`src/rtl/regfile_writeback_arbiter_pkg.sv`:
```
// Shared types and constants for the register-file writeback arbiter.
package regfile_writeback_arbiter_pkg;

    localparam int RF_NUM_REGS   = 16;
    localparam int RF_SEL_WIDTH  = $clog2(RF_NUM_REGS);
    localparam int RF_DATA_WIDTH = 32;
    localparam int NUM_WB_SRCS   = 3;

    // Result producers, in arbitration index order.
    typedef enum logic [1:0] {
        SRC_ALU    = 2'd0,
        SRC_MEM    = 2'd1,
        SRC_MULDIV = 2'd2
    } SrcId;

    // One producer's writeback request.
    typedef struct packed {
        logic                     valid;
        logic [RF_SEL_WIDTH-1:0]  sel;
        logic [RF_DATA_WIDTH-1:0] data;
    } PortIn_WbSrc;

    // Round-robin successor of a source index (wraps 2 -> 0).
    function automatic logic [1:0] rr_next(input logic [1:0] idx);
        return (idx >= 2'd2) ? 2'd0 : idx + 2'd1;
    endfunction

endpackage

```
`src/rtl/regfile_writeback_arbiter_rr.sv`:
```
// Combinational round-robin arbiter over the three writeback producers.
module writeback_rr_arbiter
    import regfile_writeback_arbiter_pkg::*;
(
    input  logic [NUM_WB_SRCS-1:0] req,
    input  logic [1:0]             rr_ptr,
    output logic [NUM_WB_SRCS-1:0] grant,
    output logic [1:0]             grant_idx
);

    logic       found;
    logic [1:0] base;
    logic [1:0] cand;
    logic [2:0] sum;

    // Walk the requesters starting at rr_ptr; the first valid one wins.
    always_comb begin
        grant     = '0;
        grant_idx = '0;
        found     = 1'b0;
        sum       = '0;
        cand      = '0;
        // rr_ptr never holds 3; map it to 0 so the search stays well defined.
        base      = (rr_ptr == 2'd3) ? 2'd0 : rr_ptr;
        for (int k = 0; k < NUM_WB_SRCS; k++) begin
            sum  = {1'b0, base} + 3'(k);
            cand = (sum >= 3'd3) ? 2'(sum - 3'd3) : sum[1:0];
            if (!found && req[cand]) begin
                found       = 1'b1;
                grant[cand] = 1'b1;
                grant_idx   = cand;
            end
        end
    end

endmodule

```
`src/rtl/regfile_writeback_arbiter.sv`:
```
// Register-file write port arbiter with per-register busy scoreboard.
module regfile_writeback_arbiter
    import regfile_writeback_arbiter_pkg::*;
#(
    parameter int NUM_REGS   = RF_NUM_REGS,
    parameter int SEL_WIDTH  = RF_SEL_WIDTH,
    parameter int DATA_WIDTH = RF_DATA_WIDTH
) (
    input  logic                                  clk,
    input  logic                                  rst_n,
    input  logic                                  flush,
    input  logic                                  issue_valid,
    input  logic [SEL_WIDTH-1:0]                  issue_sel,
    output logic                                  issue_ready,
    input  logic [SEL_WIDTH-1:0]                  chk_sel_ra,
    input  logic [SEL_WIDTH-1:0]                  chk_sel_rb,
    input  logic [SEL_WIDTH-1:0]                  chk_sel_rc,
    output logic                                  busy_ra,
    output logic                                  busy_rb,
    output logic                                  busy_rc,
    input  logic [NUM_WB_SRCS-1:0]                src_valid,
    input  logic [NUM_WB_SRCS-1:0][SEL_WIDTH-1:0] src_sel,
    input  logic [NUM_WB_SRCS-1:0][DATA_WIDTH-1:0] src_data,
    output logic [NUM_WB_SRCS-1:0]                src_ready,
    output logic                                  rf_write_en,
    output logic [SEL_WIDTH-1:0]                  rf_write_sel,
    output logic [DATA_WIDTH-1:0]                 rf_write_data
);

    logic [NUM_REGS-1:0]    busy_q, busy_d;
    logic [1:0]             rr_ptr_q, rr_ptr_d;
    logic                   rf_we_q, rf_we_d;
    logic [SEL_WIDTH-1:0]   rf_sel_q, rf_sel_d;
    logic [DATA_WIDTH-1:0]  rf_data_q, rf_data_d;

    logic [NUM_WB_SRCS-1:0] grant;
    logic [1:0]             grant_idx;
    logic                   any_grant;
    logic [SEL_WIDTH-1:0]   win_sel;
    logic [DATA_WIDTH-1:0]  win_data;
    logic                   issue_take;

    writeback_rr_arbiter u_arb (
        .req       (src_valid),
        .rr_ptr    (rr_ptr_q),
        .grant     (grant),
        .grant_idx (grant_idx)
    );

    assign any_grant = |grant;
    assign win_sel   = src_sel[grant_idx];
    assign win_data  = src_data[grant_idx];
    assign src_ready = grant;

    // Hazard lookups and issue acceptance read the registered scoreboard only,
    // so a register being cleared this cycle still reads busy (conservative).
    assign busy_ra     = busy_q[chk_sel_ra];
    assign busy_rb     = busy_q[chk_sel_rb];
    assign busy_rc     = busy_q[chk_sel_rc];
    assign issue_ready = (issue_sel == '0) || !busy_q[issue_sel];
    assign issue_take  = issue_valid && issue_ready && (issue_sel != '0) && !flush;

    assign rf_write_en   = rf_we_q;
    assign rf_write_sel  = rf_sel_q;
    assign rf_write_data = rf_data_q;

    // Next-state: writeback clear, then issue set, flush overrides both; r0 never busy.
    always_comb begin
        busy_d = busy_q;
        if (any_grant) begin
            busy_d[win_sel] = 1'b0;
        end
        if (issue_take) begin
            busy_d[issue_sel] = 1'b1;
        end
        if (flush) begin
            busy_d = '0;
        end
        busy_d[0] = 1'b0;

        rr_ptr_d  = any_grant ? rr_next(grant_idx) : rr_ptr_q;
        rf_we_d   = any_grant && (win_sel != '0);
        rf_sel_d  = any_grant ? win_sel  : rf_sel_q;
        rf_data_d = any_grant ? win_data : rf_data_q;
    end

    // State registers with asynchronous active-low reset.
    always_ff @(posedge clk or negedge rst_n) begin
        if (!rst_n) begin
            busy_q    <= '0;
            rr_ptr_q  <= '0;
            rf_we_q   <= 1'b0;
            rf_sel_q  <= '0;
            rf_data_q <= '0;
        end else begin
            busy_q    <= busy_d;
            rr_ptr_q  <= rr_ptr_d;
            rf_we_q   <= rf_we_d;
            rf_sel_q  <= rf_sel_d;
            rf_data_q <= rf_data_d;
        end
    end

endmodule

```
`config.mk`:
```
export PLATFORM = sky130hd
export DESIGN_NAME = regfile_writeback_arbiter
export DESIGN_NICKNAME = d
export VERILOG_FILES = /design/src/rtl/regfile_writeback_arbiter_pkg.sv /design/src/rtl/regfile_writeback_arbiter_rr.sv /design/src/rtl/regfile_writeback_arbiter.sv
export SDC_FILE = /design/constraint.sdc
export NUM_CORES = 1
export LEC_CHECK = 0
export CAP_MARGIN = 15
export CORE_ASPECT_RATIO = 0.7
export CORE_MARGIN = 3
export CORE_UTILIZATION = 45
export CTS_CLUSTER_SIZE = 24
export DETAILED_ROUTE_END_ITERATION = 10
export GPL_TIMING_DRIVEN = 0
export PLACE_DENSITY = 0.94
export SLEW_MARGIN = 15
export SYNTH_ARGS = -nofsm -noshare
export SYNTH_HDL_FRONTEND = slang
export SYNTH_SLANG_ARGS = --single-unit
export TNS_END_PERCENT = 50
```
`constraint.sdc`:
```
create_clock -name clk -period 4.8 [get_ports clk]
set_input_delay 1.44 -clock clk [delete_from_list [all_inputs] [get_ports clk]]
set_output_delay 1.44 -clock clk [all_outputs]
set_load 0.1 [all_outputs]
```
# Word-level counts from Yosys, hierarchy flattened
# Index checks and enable logic that the tools add are counted.
[totals]
ramBits = 0
inputBits = 131
wordCells = 99
memories = 0
rom_bits = 0
ff_bits = 54
output_inout_bits = 44
latchBits = 0
[classes]
n_lt_le_gt_ge = 18
muxes = 44
bitwise = 5
div_mod_pow = 0
add_sub_neg = 6
n_mul = 0
n_reduce_logical = 20
shifts = 0
eq_ne = 1
[op_table]
columns = ["operator", "count"]
rows = [
  ["32-bit binary-select mux with 2-bit select", 1],
  ["16-bit 2-to-1 mux", 3],
  ["32-bit 2-to-1 mux", 1],
  ["4-bit by 5-bit less-than comparator with 1-bit output, second input constant", 5],
  ["16-bit bitwise AND", 1],
  ["1-bit binary-select mux with 4-bit select", 4],
  ["2-bit 2-to-1 mux", 8],
  ["16-bit inverter", 1],
  ["16-bit bitwise OR", 1],
  ["1-bit 2-to-1 mux", 14],
  ["2-bit by 3-bit less-than comparator with 1-bit output, second input constant", 4],
  ["1-bit logical AND", 11],
  ["3-bit 2-to-1 mux", 3],
  ["4-bit binary-select mux with 2-bit select", 1],
  ["1-bit demux with 4-bit select", 2],
  ["4-bit by 1-bit greater-or-equal comparator with 1-bit output, second input constant", 2],
  ["4-bit nonzero test", 2],
  ["1-bit binary-select mux with 2-bit select", 3],
  ["1-bit demux with 2-bit select", 3],
  ["2-bit by 1-bit greater-or-equal comparator with 1-bit output, second input constant", 3],
  ["3-bit by 2-bit greater-or-equal comparator with 1-bit output, second input constant", 2],
  ["3-bit bitwise OR", 2],
  ["2-bit subtractor, second input constant", 3],
  ["2-bit greater-or-equal comparator, second input constant", 2],
  ["9 further kinds", 12],
]

# Depth between registers and ports, before layout
# Gate-level depths: netlist (run 1).
[logic_depth]
ltp_word = 25
ltp_mapped = 12
mapped_depth_nobuf = 9

# Modules after synthesis
# From an unflattened synthesis (run 1), not the netlist that was laid out.
[hier_totals]
cells_unflattened = 403
hier_area_um2 = 3704.8
[modules_own_cells]
columns = ["mod", "instances", "seq_area_each_um2", "cells_per_inst", "area_each_um2"]
rows = [
  ["regfile_writeback_arbiter", 1, 1351.3, 368, 3429.5],
  ["writeback_rr_arbiter", 1, 0.0, 35, 275.3],
]

# Least setup slack after synthesis (run 1)
# Ideal clock, no wire load.
[synth_timing]
path_kind = "input-to-output"
startpoint = "input port src_valid[1]"
endpoint = "output port src_ready[2]"
required_ns = 3.360
path_buffers = 1
cell_stages = 4
arrival_time_ns = 3.410
slack_ns = -0.050
cell_sequence = "buf_2 mux2i_1 o21ai_1 a211oi_2"
[synth_between]
elab_chain_len = 9
elab_cells_between_ends = 17
cone_classes = "mux: 11; bitwise: 2; reduce/logical: 4"
[synth_rtl]
columns = ["element", "line_no", "rtl"]
rows = [
  ["from (decl)", "regfile_writeback_arbiter.sv:21", "input logic [NUM_WB_SRCS-1:0] src_valid,"],
  ["1-bit binary-select mux with 2-bit select", "regfile_writeback_arbiter_rr.sv:28", "if (!found && req[cand]) begin"],
  ["1-bit 2-to-1 mux (implied by the code)", "regfile_writeback_arbiter_rr.sv:28", ""],
  ["1-bit 2-to-1 mux", "regfile_writeback_arbiter_rr.sv:28", ""],
  ["1-bit zero test", "regfile_writeback_arbiter_rr.sv:28", ""],
  ["1-bit logical AND", "regfile_writeback_arbiter_rr.sv:28", ""],
  ["1-bit 2-to-1 mux", "regfile_writeback_arbiter_rr.sv:28", ""],
  ["1-bit zero test", "regfile_writeback_arbiter_rr.sv:28", ""],
  ["1-bit logical AND", "regfile_writeback_arbiter_rr.sv:28", ""],
  ["3-bit 2-to-1 mux *", "regfile_writeback_arbiter_rr.sv:28", ""],
  ["to (decl)", "regfile_writeback_arbiter.sv:24", "output logic [NUM_WB_SRCS-1:0] src_ready,"],
]
# Every way passes the cells marked *; elsewhere a longest branch is shown, timed or not. The select of a mux whose other input is x is not followed.

# Worst setup path after layout (run 1)
[layout_timing]
startpoint = "input port chk_sel_rb[2]"
endpoint = "output port busy_rb"
[layout_between]
elab_chain_len = 2
[layout_rtl]
columns = ["element", "line_no", "rtl"]
rows = [
  ["from (decl)", "regfile_writeback_arbiter.sv:16", "input logic [SEL_WIDTH-1:0] chk_sel_rb,"],
  ["1-bit binary-select mux with 4-bit select", "regfile_writeback_arbiter.sv:58", "assign busy_rb = busy_q[chk_sel_rb];"],
  ["1-bit 2-to-1 mux (implied by the code)", "regfile_writeback_arbiter.sv:58", ""],
  ["to (decl)", "regfile_writeback_arbiter.sv:19", "output logic busy_rb,"],
]
# Every way passes these cells. The select of a mux whose other input is x is not followed.

==> run metrics, run 1 <==
Logic pwr share=77.4%; MaxCap Viol Count=0; Startpoint Class=input pin; post-DP HPWL=approximately 12000 µm; unrepaired setup endpoints after global routing=false; total congestion overflow=0; status=finished clean; final wirelength=14700 µm; Die X=120 µm; largest cells by area after synthesis=dfrtp_1, mux4_2, nand2_1, a311oi_1, a21o_1; switching power=3080 µW; Post-synth EDFFs=0; via-per-instance ratio=roughly 6; drt drc=0; f_max=0.213 GHz; post-synthesis cell type count=60; Final period util=98.0%; XOR/XNOR share of the synthesized area=0%; Seq cells post-synth=54; worst reg2reg path depth=12; root buf cell=clkbuf_16; clock tree from TritonCTS=done; Worst IR Drop VDD=0.000652 V; most common cell in the netlist=nand2_1; most common library cells after synthesis=nand2_1, nor2_1, dfrtp_1, a21o_1, a311oi_1; clock slew at reported path FFs=roughly 70 ps; IO Count=175; Worst Path Arrival=around 3300 ps; die height=86.0 µm; Non-Filler Instances=775; Final min period=4700 ps; Num CTS Buffers=5; cell row count=28; Final #Nets=789; maximum root-to-sink buffer count=2; biggest area consumer among synthesized cells=dfrtp_1; Max Slew Vio Count=0; Worst Hold Endpoint=rf_write_data[18]; first-pass GRT wire length=about 23000 µm; relative slew slack=30.9%; Placed Cells=766; post-synth top area share=32.8%; worst endpoint required time=3360 ps; initial antenna violation count=0; Total Routing Usage GR=between 20% and 30%; Critical Path End Type=output pin; final setup skew=~4.1 ps; initial core utilization=47.4%; RR Startpoint=rr_ptr_q[0]; register area=about 1400 µm²; vias in the first global route=4664; sequential area share after synthesis=32.8%; P per Cell Area=839 nW/µm²; largest net degree at the start of global routing=37; share of cells above drive strength 1=11.1%; CP Class=in -> out; cells after synthesis=473; Setup TNS=0 ps; # clock sinks=54; mean routed wirelength per cell=between 15 and 20 µm; post-synthesis mux area share=about an eighth; Final ANT Viol Nets=0; post-synthesis adder-cell area fraction=1.22%; yosys warns=0; Net Sw Frac=59.2%; cell area after layout=6210 µm²; Placeable Area=8690 µm²; crit path launch=chk_sel_rb[2]; # port buffers=172; # H-tree levels=2; final hold violations=0; total number of vias=4605; Reg2Reg Setup Slack=1390 ps; Iter 0 DRT Violations=430; Synth Area in Compound Gates=between 20 and 30%; Area Growth Syn to Fin=50.7%; gpl congestion=roughly 0.96; Ant. Diodes=0; simple-gate share of the synthesized area=between 20% and 30%; Internal=2120 µW; die area=10400 µm²; Synth async-reset ratio=100%; crit path max fanout=5; syn_nets=608; area of the multi-input gates=2600 µm²; Leak Pwr=0.00266 µW; Clk network pwr share=8.0%; Filler Cell Count=just under 700; Avg Cell Area, Syn=8.71 µm²; Hold Path Stages=1; worst hold path type=reg -> reg; Worst-Margin Slew=about 1000 ps; dpl cell area=6010 µm²; DRT Pass-1 Iters=5; Post-Syn Area=4120 µm²; total power=5200 µW; largest family of logic cells by synthesized area=compound AO/OA/AOI/OAI gates; final setup fails=0; reg2reg end=rf_write_data[3]; Top FF cell, synth=dfrtp_1; sequential power share=14.6%; hold path start=rf_write_data[18]; Clock Latency Late Sink=290 ps
-- metrics by stage --
step	hold slack (ps)	utilization [%]	setup WS [ps]
CTS	481	71.1	-27.1
floorplan	505	-	258
global route	491	71.4	11.1
finish	477	71.4	95.7
detailed placement	465	69.2	-1050
global placement	459	69.0	-1010
-- kinds of logic after synthesis --
family                   count (synthesis)
multiplexers                            32
adder cells (fa/ha/maj)                  4
AND/OR/NAND/NOR                        194
buffers and inverters                   43
AO/OA/AOI/OAI                          146
flip-flops                              54
-- worst max-delay path by stage --
stage | end | slack (ps) | cells after the start
3_3_place_gp | issue_ready | -1010 | 6
2_1_floorplan | src_ready[1] | 260 | 6
6_report | busy_rb | 100 | 6
5_1_grt | issue_ready | 10 | 6
4_1_cts | busy_ra | -30 | 4
3_5_place_dp | issue_ready | -1050 | 6
-- cells in the final DEF, fill, tap and decap left out, drive strengths merged, types with 3 or more instances in the layout --
cell and n:
o21ai 18, nor2b 9, nor3 6, a311oi 35
mux2i 9, nor2 61, nand3 7, nand2b 4
dlymetal6s2s 4, o211ai 5, o41ai 3, o21a 4
clkbuf 21, dfrtp 54, nand3b 5, nor4 3
mux4 15, a211oi 5, inv 10, clkdlybuf4s50 160
a21o 36, a31oi 6, nand2 89, buf 27
ha 4, mux2 8, a21oi 16
-- layer usage --
layer  GRT usage (%)  vias to the layer above  wire [µm]
li1                -                     2120          -
met1            36.0                     2194       5960
met2            45.7                      255       6970
met3            8.64                       36       1350
met4            8.95                        0        439
met5               0                        -          0
-- flip-flops by register name (all words and copies together) (netlist names) --
name           cells
busy_q            15
rf_write_sel       4
rf_write_data     32
rf_write_en        1
rr_ptr_q           2
-- critical path, stage by stage --
cell and delay [ps]:
clkdlybuf4s50_1 600, mux2_2 370, nand2_1 60, o21ai_0 70, mux4_2 460, buf_4 250
-- power groups by stage --
| stage | clock (µW) | sequential (µW) | combinational [µW] |
|---|---|---|---|
| CTS | 422 | 759 | 4000 |
| floorplan | 0 | 1880 | 1850 |
| global placement | 0 | 758 | 3890 |
| detailed placement | 0 | 763 | 3990 |
| finish | 416 | 759 | 4030 |
| global route | 439 | 778 | 4280 |
-- area by class of cell --
type	instances	area share [%]
multi-input combinational	376	41.9
timing repair buffer	174	28.0
sequential	54	21.8
buffer	33	2.58
tap	120	2.42
clock buffer	5	2.02
clock inverter	3	0.706
inverter	10	0.605
-- repair_timing --
action                                  CTS  global route
hold buffers                              0             0
pin swaps                                 0             1
resized for setup                        46             7
setup buffers                             0             1
endpoints found under the setup margin    7             7
No activity file was read; power rests on OpenSTA's default activity.
==> run 2: changes to the inputs <==
- SKIP_LAST_GASP: unset -> 1
==> run 2 against run 1 <==
- maximum frequency fell by 1.2%
- first-iteration DRC count unchanged
- clock power barely moved
- largest power group unchanged
- clock-buffer cell count did not move
- largest cell class unchanged
- critical path depth stayed put
- total power about the same
==> run metrics, run 2 (same netlist as run 1, synthesis figures left out) <==
status=finished clean (unchanged); Worst IR Drop VDD=0.000652 V (about the same); Iter 0 DRT Violations=430 (unchanged); clock slew at reported path FFs=70 ps (about the same); Hold Path Stages=1 (unchanged); Leak Pwr=0.00266 µW (about the same); f_max=0.210 GHz (was 0.213 GHz); Final ANT Viol Nets=0 (unchanged); worst hold path type=reg -> reg (unchanged); Net Sw Frac=59.2% (about the same); crit path max fanout=5 (unchanged); clock tree from TritonCTS=done (unchanged); DRT Pass-1 Iters=6 (was 5); Critical Path End Type=output pin (unchanged); switching power=3080 µW (about the same); worst endpoint required time=3360 ps (about the same); post-DP HPWL=11800 µm (unchanged); maximum root-to-sink buffer count=2 (unchanged); mean routed wirelength per cell=19.0 µm (about the same); Setup TNS=0 ps (unchanged); die height=86.0 µm (unchanged); register area=1350 µm² (unchanged); critical-path cell list=clkdlybuf4s50_1, mux2_2, nand2_1, o21ai_0, mux4_2, buf_2 (was clkdlybuf4s50_1, mux2_2, nand2_1, o21ai_0, mux4_2, buf_4); Slowest cell on crit path=clkdlybuf4s50_1 (unchanged); Final min period=4760 ps (was 4700 ps); final hold violations=0 (unchanged); Filler Cell Count=683 (was 682); P per Cell Area=840 nW/µm² (was 839 nW/µm²); cell row count=28 (unchanged); share of cells above drive strength 1=11.1% (unchanged); Min Hold Slack=477 ps (about the same); total congestion overflow=0 (unchanged); root buf cell=clkbuf_16 (unchanged); # clock sinks=54 (unchanged); MaxCap Viol Count=0 (unchanged); final wirelength=14700 µm (about the same); Num CTS Buffers=5 (unchanged); total number of vias=4616 (was 4605); Startpoint Class=input pin (unchanged); # H-tree levels=2 (unchanged); worst setup margin=41.0 ps (was 95.7 ps); Internal=2120 µW (about the same); drt drc=0 (unchanged); area of the multi-input gates=2600 µm² (unchanged); unrepaired setup endpoints after global routing=true (was false); Final #Nets=789 (unchanged); Clk network pwr share=8.0% (about the same); Worst-Margin Slew=1030 ps (unchanged); Worst Path Arrival=3320 ps (was 3260 ps); Placeable Area=8690 µm² (unchanged); Total Routing Usage GR=28.0% (unchanged); initial antenna violation count=0 (unchanged); Critical Path Max Stage Delay=600 ps (about the same); final setup skew=3.99 ps (was 4.11 ps); gpl congestion=0.961 (unchanged); relative slew slack=30.9% (unchanged); via-per-instance ratio=5.96 (was 5.94); Ant. Diodes=0 (unchanged); initial core utilization=47.4% (unchanged); die area=10400 µm² (unchanged); commonest non-fill, non-tap cells in the layout=clkdlybuf4s50_1, nand2_1, nor2_1 (unchanged); worst reg2reg path depth=12 (unchanged); # port buffers=172 (unchanged); IO Count=175 (unchanged); CP Class=in -> out (unchanged); Final period util=99.1% (was 98.0%); number of flip-flops in the largest register=32 (unchanged); Max Slew Vio Count=0 (unchanged); vias in the first global route=4664 (unchanged); most common cell after layout, fill and taps aside=clkdlybuf4s50_1 (unchanged); largest net degree at the start of global routing=37 (unchanged); sequential power share=14.6% (about the same); Logic pwr share=77.4% (about the same); final setup fails=0 (unchanged); Area Growth Syn to Fin=50.6% (was 50.7%); first-pass GRT wire length=23300 µm (unchanged); DP Worst Slack=-1050 ps (unchanged); Die X=120 µm (unchanged); Clock Latency Late Sink=290 ps (about the same)
==> run 2: cell count changes in the layout (fill, tap and decap cells not counted) <==
cell   delta
buf_4     -2
buf_2     +2
==> run 2: metal layers <==
metal	track usage [%]	vias up	wire length [µm]	share of wire, %
met2	45.7	262	6960	47
li1	-	2121	-	-
met3	8.64	40	1360	9.2
met1	36.0	2193	5960	40
met5	0	-	0	0
met4	8.95	0	454	3.1
==> run 2: what timing repair did <==
item,CTS,global route
endpoints found under the setup margin,7,7
pin swaps,0,1
setup buffers,0,1
resized for setup,41,11
hold buffers,0,0
==> run 2: layout make-up <==
type | count | share of cell area (%)
well taps | 120 | 2.42
plain buffers | 33 | 2.58
inverters | 10 | 0.605
clock buffers | 5 | 2.02
repair buffers | 174 | 27.9
flip-flops and latches | 54 | 21.8
clock inverters | 3 | 0.706
multi-input cells | 376 | 41.9
==> run 2: power by group through the flow <==
stage | Combinational, µW | Sequential, µW | Clock, µW
6_report | 4030 | 759 | 416
5_1_grt | 4280 | 778 | 439
4_1_cts | 4000 | 759 | 422
2_1_floorplan | 1850 | 1880 | 0
3_5_place_dp | 3990 | 763 | 0
3_3_place_gp | 3890 | 758 | 0
==> run 2: worst max-delay path, delay by kind of cell <==
family | cells | cell delay (ps)
compound gates | 1 | 70
buf+inv | 2 | 910
mux | 2 | 830
simple gates | 1 | 60
==> run 2: metrics by stage <==
step                cells  utilization [%]  instance area [µm²]  total power (µW)
floorplan             473                -                 4130              3730
global placement      765             69.0                 6000              4650
detailed placement    766             69.2                 6010              4750
CTS                   774             71.0                 6170              5180
global route          775             71.4                 6200              5500
finish                775             71.4                 6200              5210
==> run 2: final timing paths <==
| path | from | end | slack [ps] |
|---|---|---|---|
| worst min-delay path | rf_write_data[18] | rf_write_data[18] | 480 |
| worst max register to register | rr_ptr_q[0] | rf_write_data[3] | 1360 |
| worst min register to register | rf_write_data[18] | rf_write_data[18] | 480 |
| worst max-delay path | chk_sel_rb[2] | busy_rb | 40 |
| min in group asynchronous | rst_n | rf_write_data[28] | 1100 |
| max in group asynchronous | rst_n | busy_q[9] | 3150 |
